`src/rtl/ahb_interconnect_n.sv`:
```
// AHB-Lite 1:N interconnect with a built-in default (ERROR) subordinate,
// a per-subordinate wait-state watchdog and sticky quarantine of hung peripherals.
module ahb_interconnect_n #(
  parameter int unsigned                  NUM_SLV  = 3,
  parameter int unsigned                  ADDR_W   = 32,
  parameter int unsigned                  DATA_W   = 32,
  parameter logic [NUM_SLV*ADDR_W-1:0]    SLV_BASE = {32'h0000_2000, 32'h0000_1000, 32'h0000_0000},
  parameter logic [NUM_SLV*ADDR_W-1:0]    SLV_MASK = {3{32'hFFFF_F000}},
  parameter int unsigned                  TIMEOUT  = 255
) (
  input  logic                        clk,
  input  logic                        reset,
  input  logic [ADDR_W-1:0]           s_haddr_i,
  input  logic                        s_hwrite_i,
  input  logic [2:0]                  s_hsize_i,
  input  logic [2:0]                  s_hburst_i,
  input  logic [3:0]                  s_hprot_i,
  input  logic [1:0]                  s_htrans_i,
  input  logic                        s_hmastlock_i,
  input  logic [DATA_W-1:0]           s_hwdata_i,
  output logic                        s_hready_o,
  output logic                        s_hresp_o,
  output logic [DATA_W-1:0]           s_hrdata_o,
  output logic [NUM_SLV-1:0]          m_hsel_o,
  output logic [ADDR_W-1:0]           m_haddr_o,
  output logic                        m_hwrite_o,
  output logic [2:0]                  m_hsize_o,
  output logic [2:0]                  m_hburst_o,
  output logic [3:0]                  m_hprot_o,
  output logic [1:0]                  m_htrans_o,
  output logic                        m_hmastlock_o,
  output logic [DATA_W-1:0]           m_hwdata_o,
  output logic                        m_hready_o,
  input  logic [NUM_SLV-1:0]          m_hreadyout_i,
  input  logic [NUM_SLV-1:0]          m_hresp_i,
  input  logic [NUM_SLV*DATA_W-1:0]   m_hrdata_i,
  output logic [NUM_SLV-1:0]          quarantine_o,
  output logic                        decode_err_o,
  input  logic [NUM_SLV-1:0]          qclr_i
);

  localparam logic [1:0]        ST_OK    = 2'd0;
  localparam logic [1:0]        ST_ERR1  = 2'd1;
  localparam logic [1:0]        ST_ERR2  = 2'd2;
  localparam bit                WDOG_EN  = (TIMEOUT > 0);
  localparam int unsigned       CNT_W    = WDOG_EN ? $clog2(TIMEOUT + 1) : 1;
  localparam int unsigned       CNT_LIM  = WDOG_EN ? TIMEOUT - 1 : 0;
  localparam logic [CNT_W-1:0]  CNT_LAST = CNT_W'(CNT_LIM);

  // owner_q is one-hot SLV(i); all-zero means NONE in ST_OK and DEF in the error states
  logic [1:0]          state_q, state_d;
  logic [NUM_SLV-1:0]  owner_q, owner_d;
  logic [CNT_W-1:0]    cnt_q, cnt_d;
  logic [NUM_SLV-1:0]  quar_q, quar_d;
  logic                decerr_q, decerr_d;

  logic [NUM_SLV-1:0]  match_c, hit_c;
  logic                active_c, any_hit_c, stall_c, timeout_c;
  logic                own_rdy_c, own_rsp_c, hready_c;
  logic [DATA_W-1:0]   own_rdata_c;

  // Address decode: quarantined subordinates never match, lowest index wins
  always_comb begin
    match_c = '0;
    hit_c   = '0;
    for (int i = 0; i < int'(NUM_SLV); i++) begin
      match_c[i] = ((s_haddr_i & SLV_MASK[i*ADDR_W +: ADDR_W]) == SLV_BASE[i*ADDR_W +: ADDR_W])
                   && !quar_q[i];
    end
    for (int i = int'(NUM_SLV) - 1; i >= 0; i--) begin
      if (match_c[i]) begin
        hit_c    = '0;
        hit_c[i] = 1'b1;
      end
    end
  end

  assign active_c  = s_htrans_i[1];
  assign any_hit_c = |hit_c;

  assign m_hsel_o      = (active_c && !reset) ? hit_c : '0;
  assign m_haddr_o     = s_haddr_i;
  assign m_hwrite_o    = s_hwrite_i;
  assign m_hsize_o     = s_hsize_i;
  assign m_hburst_o    = s_hburst_i;
  assign m_hprot_o     = s_hprot_i;
  assign m_htrans_o    = s_htrans_i;
  assign m_hmastlock_o = s_hmastlock_i;
  assign m_hwdata_o    = s_hwdata_i;

  // Response of the subordinate owning the data phase (NONE gives an OKAY idle)
  always_comb begin
    own_rdy_c   = 1'b1;
    own_rsp_c   = 1'b0;
    own_rdata_c = '0;
    for (int i = 0; i < int'(NUM_SLV); i++) begin
      if (owner_q[i]) begin
        own_rdy_c   = m_hreadyout_i[i];
        own_rsp_c   = m_hresp_i[i];
        own_rdata_c = m_hrdata_i[i*DATA_W +: DATA_W];
      end
    end
  end

  always_comb begin
    hready_c   = own_rdy_c;
    s_hresp_o  = own_rsp_c;
    s_hrdata_o = own_rdata_c;
    case (state_q)
      ST_ERR1: begin
        hready_c   = 1'b0;
        s_hresp_o  = 1'b1;
        s_hrdata_o = '0;
      end
      ST_ERR2: begin
        hready_c   = 1'b1;
        s_hresp_o  = 1'b1;
        s_hrdata_o = '0;
      end
      default: ;
    endcase
  end

  assign s_hready_o   = hready_c;
  assign m_hready_o   = hready_c;
  assign quarantine_o = quar_q;
  assign decode_err_o = decerr_q;

  assign stall_c   = |(owner_q & ~m_hreadyout_i);
  assign timeout_c = WDOG_EN && stall_c && (cnt_q == CNT_LAST);

  // Next state: watchdog abort overrides everything, else owner follows accepted address phases
  always_comb begin
    state_d  = state_q;
    owner_d  = owner_q;
    cnt_d    = '0;
    quar_d   = quar_q;
    decerr_d = 1'b0;

    if (WDOG_EN && stall_c) begin
      cnt_d = cnt_q + CNT_W'(1);
    end

    for (int i = 0; i < int'(NUM_SLV); i++) begin
      if (qclr_i[i] && m_hreadyout_i[i] && !owner_q[i]) begin
        quar_d[i] = 1'b0;
      end
    end

    if (timeout_c) begin
      quar_d  = quar_d | owner_q;
      cnt_d   = '0;
      owner_d = '0;
      state_d = ST_ERR1;
    end else if (state_q == ST_ERR1) begin
      state_d = ST_ERR2;
    end else if (hready_c) begin
      if (active_c && any_hit_c) begin
        owner_d = hit_c;
        state_d = ST_OK;
      end else if (active_c) begin
        owner_d  = '0;
        state_d  = ST_ERR1;
        decerr_d = 1'b1;
      end else begin
        owner_d = '0;
        state_d = ST_OK;
      end
    end
  end

  always_ff @(posedge clk or posedge reset) begin
    if (reset) begin
      state_q  <= ST_OK;
      owner_q  <= '0;
      cnt_q    <= '0;
      quar_q   <= '0;
      decerr_q <= 1'b0;
    end else begin
      state_q  <= state_d;
      owner_q  <= owner_d;
      cnt_q    <= cnt_d;
      quar_q   <= quar_d;
      decerr_q <= decerr_d;
    end
  end

endmodule
```
`config.mk`:
```
export PLATFORM = sky130hd
export DESIGN_NAME = ahb_interconnect_n
export DESIGN_NICKNAME = d
export VERILOG_FILES = /design/src/rtl/ahb_interconnect_n.sv
export SDC_FILE = /design/constraint.sdc
export NUM_CORES = 1
export LEC_CHECK = 0
export CELL_PAD_IN_SITES_DETAIL_PLACEMENT = 0
export CELL_PAD_IN_SITES_GLOBAL_PLACEMENT = 2
export CORE_MARGIN = 8
export CORE_UTILIZATION = 10
export CTS_CLUSTER_SIZE = 8
export DETAILED_ROUTE_END_ITERATION = 8
export PLACE_DENSITY = 0.81
export SETUP_SLACK_MARGIN = 0.05
export SLEW_MARGIN = 20
export SYNTH_ARGS = -nofsm -noshare
export SYNTH_HDL_FRONTEND = slang
export SYNTH_SLANG_ARGS = --single-unit
export TNS_END_PERCENT = 30
```
`constraint.sdc`:
```
create_clock -name clk -period 2.5 [get_ports clk]
set_clock_uncertainty 0.05 [all_clocks]
set_input_delay 0.375 -clock clk [delete_from_list [all_inputs] [get_ports clk]]
set_output_delay 0.375 -clock clk [all_outputs]
set_load 0.1 [all_outputs]
```
# Word-level counts from Yosys, hierarchy flattened
# Index checks and enable logic that the tools add are counted.
[classes]
n_addsub = 1
mul = 0
n_div = 0
order_cmp = 0
eq_ne = 6
shift = 0
muxes = 36
bitwise_logic = 3
reduce_logical = 26
[op_table]
columns = ["operator", "count"]
rows = [
  ["$mux W32", 4],
  ["$logic_not A32 Y1", 1],
  ["$mux W3", 9],
  ["$eq A20 B1 Y1 const B", 1],
  ["$eq A20 B2 Y1 const B", 1],
  ["$mux W1", 17],
  ["$mux W8", 2],
  ["$logic_and A1 B1 Y1", 12],
  ["$add A8 B1 Y8 const B", 1],
  ["$eq A8 B8 Y1 const B", 1],
  ["$logic_not A1 Y1", 7],
  ["$mux W2", 3],
  ["$reduce_or A3 Y1", 2],
  ["$and A3 B3 Y3", 1],
  ["$not A3 Y3", 1],
  ["$or A3 B3 Y3", 1],
  ["$reduce_bool A3 Y1", 1],
  ["$eq A2 B1 Y1 const B", 1],
  ["$eq A2 B2 Y1 const B", 1],
  ["$ne A2 B2 Y1 const B", 1],
  ["$pmux W1 S2", 1],
  ["$reduce_and A2 Y1", 1],
  ["$reduce_bool A2 Y1", 1],
  ["$reduce_or A2 Y1", 1],
]
[word_totals]
register_bits = 17
latch_bits = 0
ram_bits = 0
romBits = 0
input_bits = 185
wordCells = 77
mem_count = 0

# Logic depth before layout (Yosys ltp)
[logic_depth]
ltp_word = 11
ltp_mapped = 8

# Worst setup path before layout
# OpenSTA, ideal clock, no wires.
[synth_path]
path_type = "register to output"
startpoint = "register owner_q[1]"
endpoint = "output port s_hrdata_o[20]"
arrival_time_ns = 3.273
required_time_ns = 2.075
setup_slack_ns = -1.198
stages_incl_launch_ff = 7
path_buffers = 3
cell_sequence = "dfrtp_1 -> clkbuf_1 -> nor2b_1 -> clkbuf_1 -> clkbuf_1 -> a221oi_1 -> nor3_1"
[synth_between]
elab_chain_len = 3
[synth_lines]
columns = ["item", "line_no", "source"]
rows = [
  ["from (decl)", "52", "logic [NUM_SLV-1:0] owner_q, owner_d;"],
  ["from (signal assigned)", "181", "owner_q <= owner_d;"],
  ["$mux W32 (2 in a row)", "97", "if (owner_q[i]) begin"],
  ["$mux W32", "109", "case (state_q)"],
  ["to (decl)", "23", "output logic [DATA_W-1:0] s_hrdata_o,"],
]
# Every way passes these cells.

# Final worst setup path
[layout_path]
startpoint = "input port s_haddr_i[20]"
endpoint = "output port m_hsel_o[0]"
[layout_between]
elab_chain_len = 5
[layout_lines]
columns = ["item", "line_no", "source"]
rows = [
  ["from (decl)", "13", "input logic [ADDR_W-1:0] s_haddr_i,"],
  ["$eq A20 B1 Y1", "67", "match_c[i] = ((s_haddr_i & SLV_MASK[i*ADDR_W +: ADDR_W]) == SLV_BASE[i*ADDR_W +: ADDR_W])"],
  ["$logic_and A1 B1 Y1", "68", "&& !quar_q[i];"],
  ["$mux W3", "71", "if (match_c[i]) begin"],
  ["$mux W3 (*)", "71", ""],
  ["$mux W3 (*)", "81", "assign m_hsel_o = (active_c && !reset) ? hit_c : '0;"],
  ["to (decl)", "24", "output logic [NUM_SLV-1:0] m_hsel_o,"],
]
# Every way passes the cells marked *; elsewhere a longest branch is shown, timed or not.

==> results_dict.tcl <==
set metrics [dict create \
    dieArea_um2 27300 \
    overflow 0 \
    ant_nets 0 \
    cp_slowest_cell "or4_4" \
    cts_tree "built" \
    dp_hpwl_mm 9.46 \
    synth_top_area_cell "buf_4" \
    ctsHoldBuffers 0 \
    start_util_pct 10.2 \
    synth-seq-cells 17 \
    crit_end "m_hsel_o[0]" \
    nets 614 \
    slowest_delay_ns 0.52 \
    routabilityCongestion 0.725 \
    ys_dominant_reg_cell "dfrtp_1" \
    grt_pass1_wl_mm 16.3 \
    core_um2 21800 \
    route.layer.met1.wl_mm 4.64 \
    layout_min_cycle_time_ns 2.46 \
    worstSetupPathType "in -> out" \
    max-vdd-ir-drop_mv 0.824 \
    final_cells 704 \
    met2_length_mm 5.45 \
    wl_mm 11.4 \
    reg2reg_to "owner_q[1]" \
    power_w 0.00229 \
    remaining_drc_errors 0 \
    r2r-start "state_q[0]" \
    design_area_um2 4720 \
    postPlaceCellArea_um2 4590 \
    synth_area_leaders "buf_4, dfrtp_1, a221oi_1" \
    cts_buffer_depth 2 \
    cts.sinks 17 \
    rsz0062_at_grt "yes" \
    port_buffers 190 \
    finalSetupViolations 0 \
    startpoint "s_haddr_i[20]" \
    wire_per_inst_um 16.2 \
    slew_viol_final 0 \
    antennaDiodeCount 0 \
    syn_inst 309 \
    yosysWarnings 0 \
    cts-root-buf "clkbuf_16" \
    outcome "finished, final reports clean" \
    hold_viol_final 0 \
    worstSetupPathDepth 7 \
    clock_tree.htree_level_count 1 \
    grt_pass1_vias 2914 \
    post-place-cells 698 \
    worstPathMaxFanout 3 \
    end_kind "output port" \
    synth_area_per_cell_um2 7.20 \
    antenna_found_initial 0 \
    maxCapViolCount 0 \
    die_width_um 165 \
    cp_top_family "simple AND/OR/NAND/NOR gates" \
    hold_ws_ns 0.492 \
    max_freq_mhz 406 \
    syn_area_um2 2230 \
    tightest_slew_ns 0.664 \
    synth_most_common_cell "buf_4" \
    cts_inserted_buffers 3 \
    hold_path_class "reg -> reg" \
    first_pass_iters 4 \
    synth_edf_count 0 \
    r2r_slack_ns 0.31 \
    drt_iter0_drc 126 \
    fill_cells 2396 \
    path_buf_inv 2 \
    top_layer "met4" \
    reg2regPathDepth 7 \
    required_ns 2.08 \
    yosys-top-cells-count "buf_4, nor2_1, nor3_1" \
    grt_max_degree 25 \
    yosysUniqueCellTypes 36 \
    async_flop_share_pct 100 \
    leakage_nw 1.77 \
    wl_met3_mm 1.08 \
    cp-start-kind "input port" \
    finalCritPeriodShare_pct 98.4 \
    cp.arrival_ns 2.04 \
    fp-row-count 54 \
    relSlewSlack_pct 55.7 \
    clock_latency_ns 0.24 \
    track_usage_pct 7.66 \
    vias 2621 \
    powerDensity_nw_per_um2 484 \
    crit_chain "buf_2, or4_4, nor3_4, nand4_2, or3b_4, nor2b_4, buf_12" \
    die_y_um 165 \
    drive_above_1_share_pct 32.5 \
    pin_count 305 \
    netlist.area_leader.share_pct 26.6 \
    viasPerCell 3.72 \
    clkTransAtPathRegs_ns 0.05 \
    synth_seq_area_share_pct 19.1 \
    synth_nets 498 \
    area_delta_synth_final_pct 112 \
]
==> power breakdown <==
part / switching, W / internal [W] / total [W]
sequential: 0.0000151 / 0.000299 / 0.000314
clock: 0.0000982 / 0.000216 / 0.000314
combinational: 0.00112 / 0.000541 / 0.00166
==> repair_timing <==
action | 4_1_cts | 5_1_grt
pin swaps | 4 | 8
endpoints found under the setup margin | 5 | 9
gates resized for setup | 14 | 13
buffers inserted | 2 | 0
==> final cells by class <==
| class | instances | area (µm²) | share of cell area (%) |
|---|---|---|---|
| repair buffers | 211 | 2460 | 52.0 |
| multi-input cells | 183 | 1380 | 29.1 |
| flip-flops and latches | 17 | 427 | 9.04 |
| well taps | 280 | 350 | 7.42 |
| clock buffers | 4 | 78.8 | 1.67 |
| inverters | 9 | 33.8 | 0.716 |
==> worst min-delay path by stage <==
stage | from | end | slack, ns | depth (start not counted)
3_5_place_dp | cnt_q[5] | cnt_q[5] | 0.48 | 2
4_1_cts | cnt_q[5] | cnt_q[5] | 0.49 | 2
6_report | cnt_q[5] | cnt_q[5] | 0.49 | 2
5_1_grt | cnt_q[4] | cnt_q[4] | 0.53 | 2
2_1_floorplan | reset | cnt_q[0] | 0.25 | 1
3_3_place_gp | cnt_q[5] | cnt_q[5] | 0.47 | 2
==> metrics by stage <==
step            TNS, ns  utilization (%)  setup WS (ns)
2_1_floorplan     -7.10                -         -0.390
3_3_place_gp      -1.54             21.0         -0.461
3_5_place_dp      -1.66             21.0         -0.479
4_1_cts          -0.275             21.5         -0.108
5_1_grt        -0.00695             21.6       -0.00695
6_report              0             21.6         0.0395
==> per-layer routing <==
metal	vias to the layer above	GRT usage, %
li1	1257	-
met1	1188	9.15
met2	158	12.8
met3	18	2.28
met4	0	2.66
met5	-	0
==> logic make-up after synthesis <==
logic type                 Yosys count  share of synthesized area [%]
AOI/OAI and AO/OA                   52                           18.3
muxes                                1                          0.506
adders and majority gates            4                           2.25
buffers and inverters              109                           31.8
and+or+nand+nor                    120                           25.6
DFF                                 17                           19.1
xor gates and xnor gates             6                           2.36
==> placed cells by master (no fill, tap or decap), types with 3 or more instances in the layout <==
cell             instances
or4_1                    3
dlymetal6s2s_1           5
nor4_2                   3
nand2_1                 11
clkdlybuf4s50_1        118
inv_1                    6
buf_4                   40
xor2_1                   5
nor3_2                  21
a221oi_1                31
nor3_4                  11
clkbuf_16                3
nand3_1                  5
o21ai_0                  3
buf_12                  44
ha_1                     3
nor2_1                  50
a21oi_1                  9
dfrtp_1                 16
==> flip-flops by register name (all words and copies together), names as in the netlist <==
name          cells
cnt_q             8
quarantine_o      3
state_q           2
decode_err_o      1
owner_q           3
==> worst reg2reg max path: stages (launching register included) <==
cell and delay [ns]:
dfrtp_1 0.38, inv_1 0.06, ha_2 0.36, inv_2 0.07, o41a_1 0.37, buf_4 0.19, or4_1 0.47, a21oi_1 0.16
Note: power is estimated with default switching activity, not from simulation.
